**src/rtl/gesture_pkg.sv**
```systemverilog
// Constants shared by the skin-mask pipeline blocks (median filter, segmenter, frame RAM).
package gesture_pkg;
  localparam int H_ACTIVE_DEF = 320;
  localparam int V_ACTIVE_DEF = 240;
  localparam int COL_W        = $clog2(H_ACTIVE_DEF);
  localparam int ROW_W        = $clog2(V_ACTIVE_DEF);
  localparam int AREA_W       = 17;

  function automatic logic [3:0] popcnt9(input logic [8:0] w);
    logic [3:0] n;
    n = '0;
    for (int i = 0; i < 9; i++) n = n + {3'b000, w[i]};
    return n;
  endfunction
endpackage

```
**src/rtl/line_buffer_1b.sv**
```systemverilog
// One-line 1-bit delay: circular RAM, dout is the bit written DEPTH pixels earlier.
module line_buffer_1b #(
  parameter int DEPTH = 320
) (
  input  logic guass_clk,
  input  logic RST_N,
  input  logic din,
  output logic dout
);
  localparam int PW = (DEPTH > 1) ? $clog2(DEPTH) : 1;

  logic          mem [DEPTH];
  logic [PW-1:0] ptr_q;

  // Read-before-write on the same slot gives exactly DEPTH cycles of delay.
  assign dout = mem[ptr_q];

  always_ff @(posedge guass_clk) mem[ptr_q] <= din;

  always_ff @(posedge guass_clk or negedge RST_N) begin
    if (!RST_N)                        ptr_q <= '0;
    else if (ptr_q == PW'(DEPTH - 1))  ptr_q <= '0;
    else                               ptr_q <= ptr_q + 1'b1;
  end
endmodule

```
**src/rtl/binary_median3x3.sv**
```systemverilog
// 3x3 binary majority filter on the skin mask, with per-frame white-pixel area.
module binary_median3x3
  import gesture_pkg::*;
#(
  parameter int H_ACTIVE = H_ACTIVE_DEF,
  parameter int V_ACTIVE = V_ACTIVE_DEF,
  parameter int THRESH   = 5
) (
  input  logic              guass_clk,
  input  logic              RST_N,
  input  logic              CMOS_VSYNC,
  input  logic              en,
  input  logic              data_in,
  output logic              data_me,
  output logic              frame_done,
  output logic [AREA_W-1:0] area_out
);
  localparam int CW = $clog2(H_ACTIVE);
  localparam int RW = $clog2(V_ACTIVE);

  logic [CW-1:0]     col_q, col_d;
  logic [RW-1:0]     row_q, row_d;
  logic              run_q, run_d;
  logic              cnt_q, last_q;
  logic [AREA_W-1:0] acc_q, acc_d, area_d;
  logic              fd_d, me_d;
  logic              lb0, lb1;
  logic [2:0][1:0]   win_q;
  logic [8:0]        win;
  logic              pix_vld, last_pix, inner, med;

  line_buffer_1b #(.DEPTH(H_ACTIVE)) u_lb0 (
    .guass_clk(guass_clk), .RST_N(RST_N), .din(data_in), .dout(lb0));
  line_buffer_1b #(.DEPTH(H_ACTIVE)) u_lb1 (
    .guass_clk(guass_clk), .RST_N(RST_N), .din(lb0), .dout(lb1));

  // Rows r-2, r-1, r; each row is {col c, col c-1, col c-2}.
  assign win = {lb1, win_q[0], lb0, win_q[1], data_in, win_q[2]};

  // run_q is low after reset and after the last pixel: only VSYNC re-arms the frame.
  assign pix_vld  = run_q & ~CMOS_VSYNC;
  assign last_pix = pix_vld && (col_q == CW'(H_ACTIVE - 1)) && (row_q == RW'(V_ACTIVE - 1));
  assign inner    = (row_q >= RW'(2)) && (col_q >= CW'(2));
  assign med      = inner && (int'(popcnt9(win)) >= THRESH);
  assign me_d     = pix_vld & (en ? med : data_in);

  always_comb begin
    col_d = col_q;
    row_d = row_q;
    run_d = run_q;
    if (CMOS_VSYNC) begin
      col_d = '0;
      row_d = '0;
      run_d = 1'b1;
    end else if (run_q) begin
      if (last_pix) begin
        run_d = 1'b0;
      end else if (col_q == CW'(H_ACTIVE - 1)) begin
        col_d = '0;
        row_d = row_q + 1'b1;
      end else begin
        col_d = col_q + 1'b1;
      end
    end
  end

  // Area trails the pixel by one stage so the final data_me is included.
  always_comb begin
    acc_d  = acc_q;
    area_d = area_out;
    fd_d   = 1'b0;
    if (cnt_q) acc_d = acc_q + AREA_W'(data_me);
    if (last_q) begin
      area_d = acc_d;
      fd_d   = 1'b1;
      acc_d  = '0;
    end
    if (CMOS_VSYNC) acc_d = '0;
  end

  always_ff @(posedge guass_clk or negedge RST_N) begin
    if (!RST_N) begin
      col_q      <= '0;
      row_q      <= '0;
      run_q      <= 1'b0;
      cnt_q      <= 1'b0;
      last_q     <= 1'b0;
      acc_q      <= '0;
      area_out   <= '0;
      frame_done <= 1'b0;
      data_me    <= 1'b0;
      win_q      <= '0;
    end else begin
      col_q      <= col_d;
      row_q      <= row_d;
      run_q      <= run_d;
      cnt_q      <= pix_vld;
      last_q     <= last_pix;
      acc_q      <= acc_d;
      area_out   <= area_d;
      frame_done <= fd_d;
      data_me    <= me_d;
      win_q[0]   <= {win_q[0][0], lb1};
      win_q[1]   <= {win_q[1][0], lb0};
      win_q[2]   <= {win_q[2][0], data_in};
    end
  end
endmodule
```
**config.mk**
```make
export PLATFORM = sky130hd
export DESIGN_NAME = binary_median3x3
export DESIGN_NICKNAME = d
export VERILOG_FILES = /design/src/rtl/gesture_pkg.sv /design/src/rtl/line_buffer_1b.sv /design/src/rtl/binary_median3x3.sv
export SDC_FILE = /design/constraint.sdc
export NUM_CORES = 1
export LEC_CHECK = 0
export BUFFER_PORTS_ARGS = -buffer_cell sky130_fd_sc_hd__buf_2
export CORE_AREA = 2 2 304 306
export CTS_CLUSTER_DIAMETER = 120
export CTS_CLUSTER_SIZE = 24
export DETAILED_ROUTE_END_ITERATION = 16
export DIE_AREA = 0 0 306 308
export HOLD_SLACK_MARGIN = 0.05
export REMOVE_ABC_BUFFERS = 1
export SYNTH_ARGS = -nofsm -noshare
export SYNTH_HDL_FRONTEND = slang
export SYNTH_SLANG_ARGS = --single-unit
```
**constraint.sdc**
```tcl
create_clock -name guass_clk -period 27.5 [get_ports guass_clk]
set_input_delay 2.75 -clock guass_clk [delete_from_list [all_inputs] [get_ports guass_clk]]
set_output_delay 2.75 -clock guass_clk [all_outputs]
set_load 0.01 [all_outputs]
```
==> results of run 1 <==
[per-stage QoR]
stage / util (%) / total power [W]
after floorplan: - / 0.001212
after global placement: 35.98 / 0.001224
final: 37.08 / 0.001785
after detailed placement: 35.98 / 0.001225
after CTS: 37.08 / 0.001801
after global routing: 37.08 / 0.001838
[cells by family (layout without fill, tap and decap cells)]
family | Yosys count | in the layout | synth area share (%)
AND/OR/NAND/NOR | 966 | 966 | 12.47
flip-flops | 720 | 720 | 67.34
AO/OA/AOI/OAI | 115 | 115 | 2.438
multiplexers | 202 | 202 | 13.03
buffers and inverters | 203 | 145 | 2.716
adder cells (fa/ha/maj) | 21 | 21 | 0.9529
XOR/XNOR | 38 | 38 | 1.056
[final cells by class]
type | instances | area [um^2]
multi-input combinational | 1342 | 9452
sequential | 720 | 21240
timing repair buffer | 70 | 489.2
tap | 1186 | 1484
clock buffer | 56 | 997.2
fill | 8600 | 57240
inverter | 19 | 71.32
[worst max-delay path: cells and delay by family, from the launching register on]
kind / cells / cell delay (ns)
compound gates: 4 / 1.00
simple gates: 7 / 1.23
fa+ha+maj: 4 / 1.77
flops: 1 / 0.89
mux: 2 / 0.71
buf+inv: 3 / 0.86
[per-layer routing]
layer  global-route usage [%]  wire, um  vias to the layer above
met4                    3.666      1464                        0
met3                    1.993      3853                       88
met2                    26.96     37160                      525
met5                        0         0                        -
li1                         -         -                     7996
met1                    20.17     30750                     9427
[registers in the layout, indices dropped and copies added, names as in the netlist]
name,cells
u_lb1.mem,320
u_lb0.mem,320
cnt_q,1
row_q,8
u_lb0.ptr_q,9
data_me,1
area_out,17
col_q,9
win,6
acc_q,17
run_q,1
u_lb1.ptr_q,9
frame_done,1
last_q,1
[placed cells by master (no fill, tap or decap), types with 19 or more instances in the layout]
master / instances
nand2_1: 123
nor2_1: 714
clkbuf_16: 37
buf_2: 21
nor2b_1: 23
mux2i_1: 36
nand3_1: 20
clkbuf_1: 19
dfrtp_1: 74
buf_4: 47
a22oi_1: 19
edfxtp_1: 640
xor2_1: 29
mux4_2: 148
a21oi_1: 31
[cells in the mapped netlist, drive strengths merged (3+ instances only)]
| library cell | number |
|---|---|
| o31ai | 4 |
| mux2i | 36 |
| nor3 | 16 |
| xor2 | 29 |
| and3 | 11 |
| o211ai | 3 |
| a31oi | 8 |
| ha | 16 |
| nor4 | 8 |
| or2 | 3 |
| a21oi | 31 |
| a221oi | 4 |
| nor2 | 714 |
| nand2 | 123 |
| a22oi | 19 |
| clkbuf | 143 |
| nand2b | 13 |
| o22ai | 5 |
| o21ai | 14 |
| nand4 | 13 |
| and2 | 9 |
| xnor2 | 9 |
| a2111oi | 3 |
| nor2b | 23 |
| nand3 | 20 |
| dfrtp | 80 |
| mux4 | 162 |
| mux2 | 4 |
| edfxtp | 640 |
| fa | 5 |
| buf | 41 |
| nor3b | 4 |
| o221ai | 4 |
| inv | 18 |
[final timing paths]
path                                       end  slack (ns)  cells after the start
min in group asynchronous       u_lb0.ptr_q[8]        2.02                      1
worst min-delay path                    win[7]        0.39                      0
max in group asynchronous       u_lb1.ptr_q[1]       24.13                      2
worst max-delay path                   data_me       20.91                     20
worst min register to register          win[7]        0.39                      0
worst max register to register         data_me       20.91                     20
[power groups by stage]
| stage | combinational [W] | sequential [W] | clock [W] |
|---|---|---|---|
| 3_5_place_dp | 0.0000171 | 0.00121 | 0 |
| 4_1_cts | 0.0000172 | 0.00118 | 0.000601 |
| 6_report | 0.0000166 | 0.00118 | 0.000586 |
| 5_1_grt | 0.0000190 | 0.00118 | 0.000636 |
| 2_1_floorplan | 0.00000507 | 0.00121 | 0 |
| 3_3_place_gp | 0.0000161 | 0.00121 | 0 |
==> results.json, run 1 <==
{
  "status": "finished clean",
  "clk-insertion-delay-late_ns": 0.59,
  "cts_inserted_buffers": 35,
  "stdcell_area_um2": 33730,
  "pwr-share-clk_pct": 32.8,
  "cts_num_sinks": 720,
  "first_pass_iters": 5,
  "port_buffers": 23,
  "power_switching_w": 0.0003477,
  "gp_congestion": 0.7921,
  "cts_tree": "done",
  "yosysSeqAreaShare_pct": 67.34,
  "die_h_um": 308,
  "cts-htree-levels": 2,
  "fin_setup_tns_ns": 0,
  "fin_cells": 3393,
  "core_um2": 90970,
  "drc": 0,
  "ant_nets": 0,
  "rows": 111,
  "grt_use_total_pct": 15.34,
  "critical_path.slowest_cell": "dfrtp_4",
  "start_kind": "register",
  "synth_area_um2": 31510,
  "combPwrFrac_pct": 0.9,
  "drt-total-wl_um": 73230,
  "dpl-instance-area_um2": 32730,
  "antenna_found_initial": 0,
  "synth.distinct_cells": 64,
  "tightest_slew_ns": 1.470,
  "critPathRequiredTime_ns": 28.03,
  "setup_viol": 0,
  "crit_fanout": 49,
  "synth_area_leaders": "edfxtp_1 61%, mux4_2 11%, nor2_1 8.5%",
  "cts-root-buf": "clkbuf_16",
  "synth-edff-count": 640,
  "slew_headroom_pct": 1.989,
  "grt_pass1_vias": 18370,
  "avgRoutedWirePerCell_um": 21.58,
  "synthArstFlopShare_pct": 11.11,
  "skew_ns": 0.02566,
  "min_from": "win[6]",
  "hold_ws_ns": 0.3947,
  "drive_gt1_share_pct": 12.32,
  "slowest_delay_ns": 0.89,
  "pwr-share-seq_pct": 66.3,
  "hold_class": "reg2reg",
  "rsz0062_at_grt": "no",
  "hold_violations": 0,
  "synthFlopType": "edfxtp_1",
  "synth_cells": 2265,
  "grt_first_pass_wirelength_um": 111400,
  "swShare_pct": 19.48,
  "cp-end-kind": "register",
  "p_per_area_nw_per_um2": 52.92,
  "num_vias": 18040,
  "cts_resized": 0,
  "cp_data_arrival_time_ns": 7.12,
  "antenna_cells": 0,
  "cts.path.max_buffers": 3,
  "path_class": "reg2reg",
  "hpwl_um": 42480,
  "critPathLaunch": "u_lb1.ptr_q[1]",
  "synth_top_area_share_pct": 60.98,
  "finish.net_count": 2214,
  "dp_cells": 3337,
  "die_w_um": 306,
  "clk_transition_reported_paths_ns": 0.10,
  "avgSynthCellArea_um2": 13.91,
  "ctsHoldBuffers": 0,
  "initial_core_util_pct": 34.64,
  "place_ws_ns": 20.70,
  "max_freq_mhz": 151.7,
  "grt_max_degree": 322,
  "reg2reg_from": "u_lb1.ptr_q[1]",
  "grt_overflow_total": 0,
  "post-cts-setup-buffers": 0,
  "cap_violations": 0,
  "yosysWarnings": 0,
  "viasPerCell": 5.316,
  "dieArea_um2": 94250,
  "path_common_cell": "fa_1",
  "min_period_ns": 6.594,
  "synth_area_leader_cell": "edfxtp_1",
  "io_pins": 24,
  "ys_ff_latch": 720,
  "critical_path.cell_chain": "buf_4 -> mux4_2 -> nor2_1 -> nor4b_1 -> or3_1 -> o311a_1 -> or3_1 -> a311oi_1 -> fa_1 -> fa_1 -> inv_1 -> fa_1 -> inv_1 -> fa_1 -> nand2b_1 -> a221o_1 -> nand2_1 -> a221oi_1 -> mux2i_1 -> nor2b_1",
  "slew_violations": 0,
  "ir_drop_v": 0.00003585,
  "p_int_w": 0.001437,
  "p_leak_nw": 10.25,
  "setup_slack_ns": 20.91,
  "syn2layout_area_growth_pct": 7.035,
  "fin_crit_sh_pct": 23.98,
  "first_iter_violations": 1888
}
Power figures use the tool's default switching activity.
==> run 2, diff against run 1 <==
==> constraint.sdc (replaced) <==
create_clock -name guass_clk -period 5.5 [get_ports guass_clk]
set_input_delay 0.55 -clock guass_clk [delete_from_list [all_inputs] [get_ports guass_clk]]
set_output_delay 0.55 -clock guass_clk [all_outputs]
set_load 0.01 [all_outputs]
==> run 2 against run 1 <==
Clock-buffer cell count decreased by 1. Sequential cell count is the same. Final cell count grew 1.8%. Die area unchanged. Highest routed layer is now met5. Total power rose to 5.0 times the previous value. First-iteration DRC count is 9.0% higher. Register-to-register slack got worse by 21 ns. Non-clock buffer count increased by 60. Clock power grew to 4.9 times the previous value. Worst setup slack got worse by 21 ns. Critical path depth grew 2.
==> results.json, run 2 (synthesized netlist as in run 1, its figures left out) <==
{
  "swShare_pct": 19.75,
  "antenna_found_initial": 1,
  "final_util_pct": 37.78,
  "max_freq_mhz": 184.1,
  "rsz0062_at_grt": "yes",
  "rows": 111,
  "finish.net_count": 2274,
  "grt_max_degree": 138,
  "io_pins": 24,
  "power_switching_w": 0.001758,
  "die_w_um": 306,
  "cp_data_arrival_time_ns": 5.97,
  "die_h_um": 308,
  "port_buffers": 23,
  "grt_first_pass_wirelength_um": 113200,
  "cap_violations": 0,
  "hold_violations": 0,
  "viasPerCell": 5.337,
  "drive_gt1_share_pct": 14.98,
  "drc": 0,
  "initial_core_util_pct": 34.64,
  "ir_drop_v": 0.0002154,
  "path_class": "reg2reg",
  "pwr-share-seq_pct": 66.4,
  "cts_num_sinks": 720,
  "grt_overflow_total": 0,
  "start_kind": "register",
  "hold_class": "in2reg",
  "pwr-share-clk_pct": 32.6,
  "cts_inserted_buffers": 35,
  "setup_viol": 0,
  "fin_crit_sh_pct": 98.78,
  "cts_tree": "done",
  "layout_commonest_cell": "nor2_1",
  "hpwl_um": 45890,
  "use_met3_pct": 1.965,
  "antenna_cells": 0,
  "gp_congestion": 0.8614,
  "reg2reg_from": "u_lb1.ptr_q[1]",
  "crit_fanout": 5,
  "endpoint": "data_me",
  "fin_cells": 3455,
  "cts.path.max_buffers": 3,
  "status": "finished clean",
  "timing.rr.end": "data_me",
  "tightest_slew_ns": 1.294,
  "reg2regPathDepth": 22,
  "grt_use_total_pct": 15.69,
  "dieArea_um2": 94250,
  "p_per_area_nw_per_um2": 259.0,
  "dp_cells": 3388,
  "cts-htree-levels": 2,
  "critPathRequiredTime_ns": 6.03,
  "met1_usage_pct": 21.16,
  "rrSetupSlack_ns": 0.07,
  "critPathLaunch": "u_lb1.ptr_q[1]",
  "place_ws_ns": -0.2262,
  "p_leak_nw": 10.58,
  "core_um2": 90970,
  "min_period_ns": 5.433,
  "total_power_w": 0.008902,
  "cp-end-kind": "register",
  "setup_slack_ns": 0.06733,
  "drt-total-wl_um": 74930,
  "num_vias": 18440,
  "most-common-layout-cells": "714 x nor2_1, 640 x edfxtp_1, 150 x mux4_2, 123 x nand2_1, 90 x buf_4",
  "skew_ns": 0.02895,
  "grtUsageMet2_pct": 27.32,
  "combPwrFrac_pct": 1.0,
  "syn2layout_area_growth_pct": 9.048,
  "grt.busiest_layer": "met2",
  "first_iter_violations": 2058,
  "first_pass_iters": 5,
  "cts-root-buf": "clkbuf_16",
  "avgRoutedWirePerCell_um": 21.69,
  "clk-insertion-delay-late_ns": 0.61,
  "slew_violations": 0,
  "biggestRegsByFlops": "u_lb0.mem (320), u_lb1.mem (320)",
  "p_int_w": 0.007144,
  "hold_ws_ns": 0.2587,
  "ant_nets": 0,
  "clk_transition_reported_paths_ns": 0.10,
  "grt_pass1_vias": 18430,
  "slew_headroom_pct": 13.53
}
-- run 2: changes by cell type in the layout (fill, tap and decap cells not counted), sizes merged --
cell         change
inv              +3
dlygate4sd3      +1
clkbuf           -1
buf             +59
-- run 2: stage by stage --
step                      setup TNS (ns)  instance area (um^2)
after floorplan                 -4577.39                 30730
after global placement           -0.1525                 33270
after detailed placement         -0.2262                 33270
after CTS                              0                 34340
after global routing             -0.1659                 34370
final                                  0                 34370
-- run 2: timing repair --
item                                   CTS  global route
resized for setup                        5             8
setup buffers                            8             1
endpoints found under the hold margin   11             0
hold buffers                             1             0
pin swaps                                0             1
setup endpoints to repair                1             1
-- run 2: critical path, stage by stage, from the launching register on --
cell	delay, ns
dfrtp_4	0.55
buf_4	0.19
buf_12	0.13
mux4_2	0.27
mux4_2	0.48
mux2i_1	0.14
a21oi_1	0.11
and3_4	0.22
or3_4	0.39
a311oi_2	0.19
buf_4	0.17
fa_1	0.40
fa_1	0.50
inv_1	0.05
fa_2	0.33
inv_1	0.07
fa_1	0.40
nand2b_1	0.11
a221o_1	0.14
nand2_1	0.06
a221oi_2	0.24
mux2i_1	0.10
nor2b_1	0.13
-- run 2: area by class of cell --
cell class	count	area [um^2]
Clock buffer	55	950.9
Clock inverter	3	26.28
Fill cell	8505	56600
Inverter	19	71.32
Multi-Input combinational cell	1342	9475
Sequential cell	720	21240
Tap cell	1186	1484
Timing Repair Buffer	130	1120
-- run 2: worst min path at each step --
stage	startpoint	end	slack [ns]	cells past startpoint
2_1_floorplan	RST_N	acc_q[0]	0.25	0
3_5_place_dp	win[6]	win[7]	0.37	0
4_1_cts	en	data_me	0.26	3
6_report	en	data_me	0.26	3
5_1_grt	en	data_me	0.27	3
3_3_place_gp	win[6]	win[7]	0.36	0
-- run 2: power by group through the flow --
stage / Sequential (W) / Combinational [W] / Clock, W
floorplan: 0.00604 / 0.0000254 / 0
global placement: 0.00604 / 0.0000847 / 0
detailed placement: 0.00604 / 0.0000886 / 0
CTS: 0.00591 / 0.0000905 / 0.00296
global route: 0.00592 / 0.000101 / 0.00315
finish: 0.00591 / 0.0000884 / 0.00290
-- run 2: per-layer routing --
| metal | routed length [um] | vias to the layer above | part of all wire [%] |
|---|---|---|---|
| li1 | - | 8131 | - |
| met1 | 31150 | 9646 | 42 |
| met2 | 38000 | 575 | 51 |
| met3 | 4487 | 87 | 6.0 |
| met4 | 1281 | 2 | 1.7 |
| met5 | 8 | - | 0.011 |
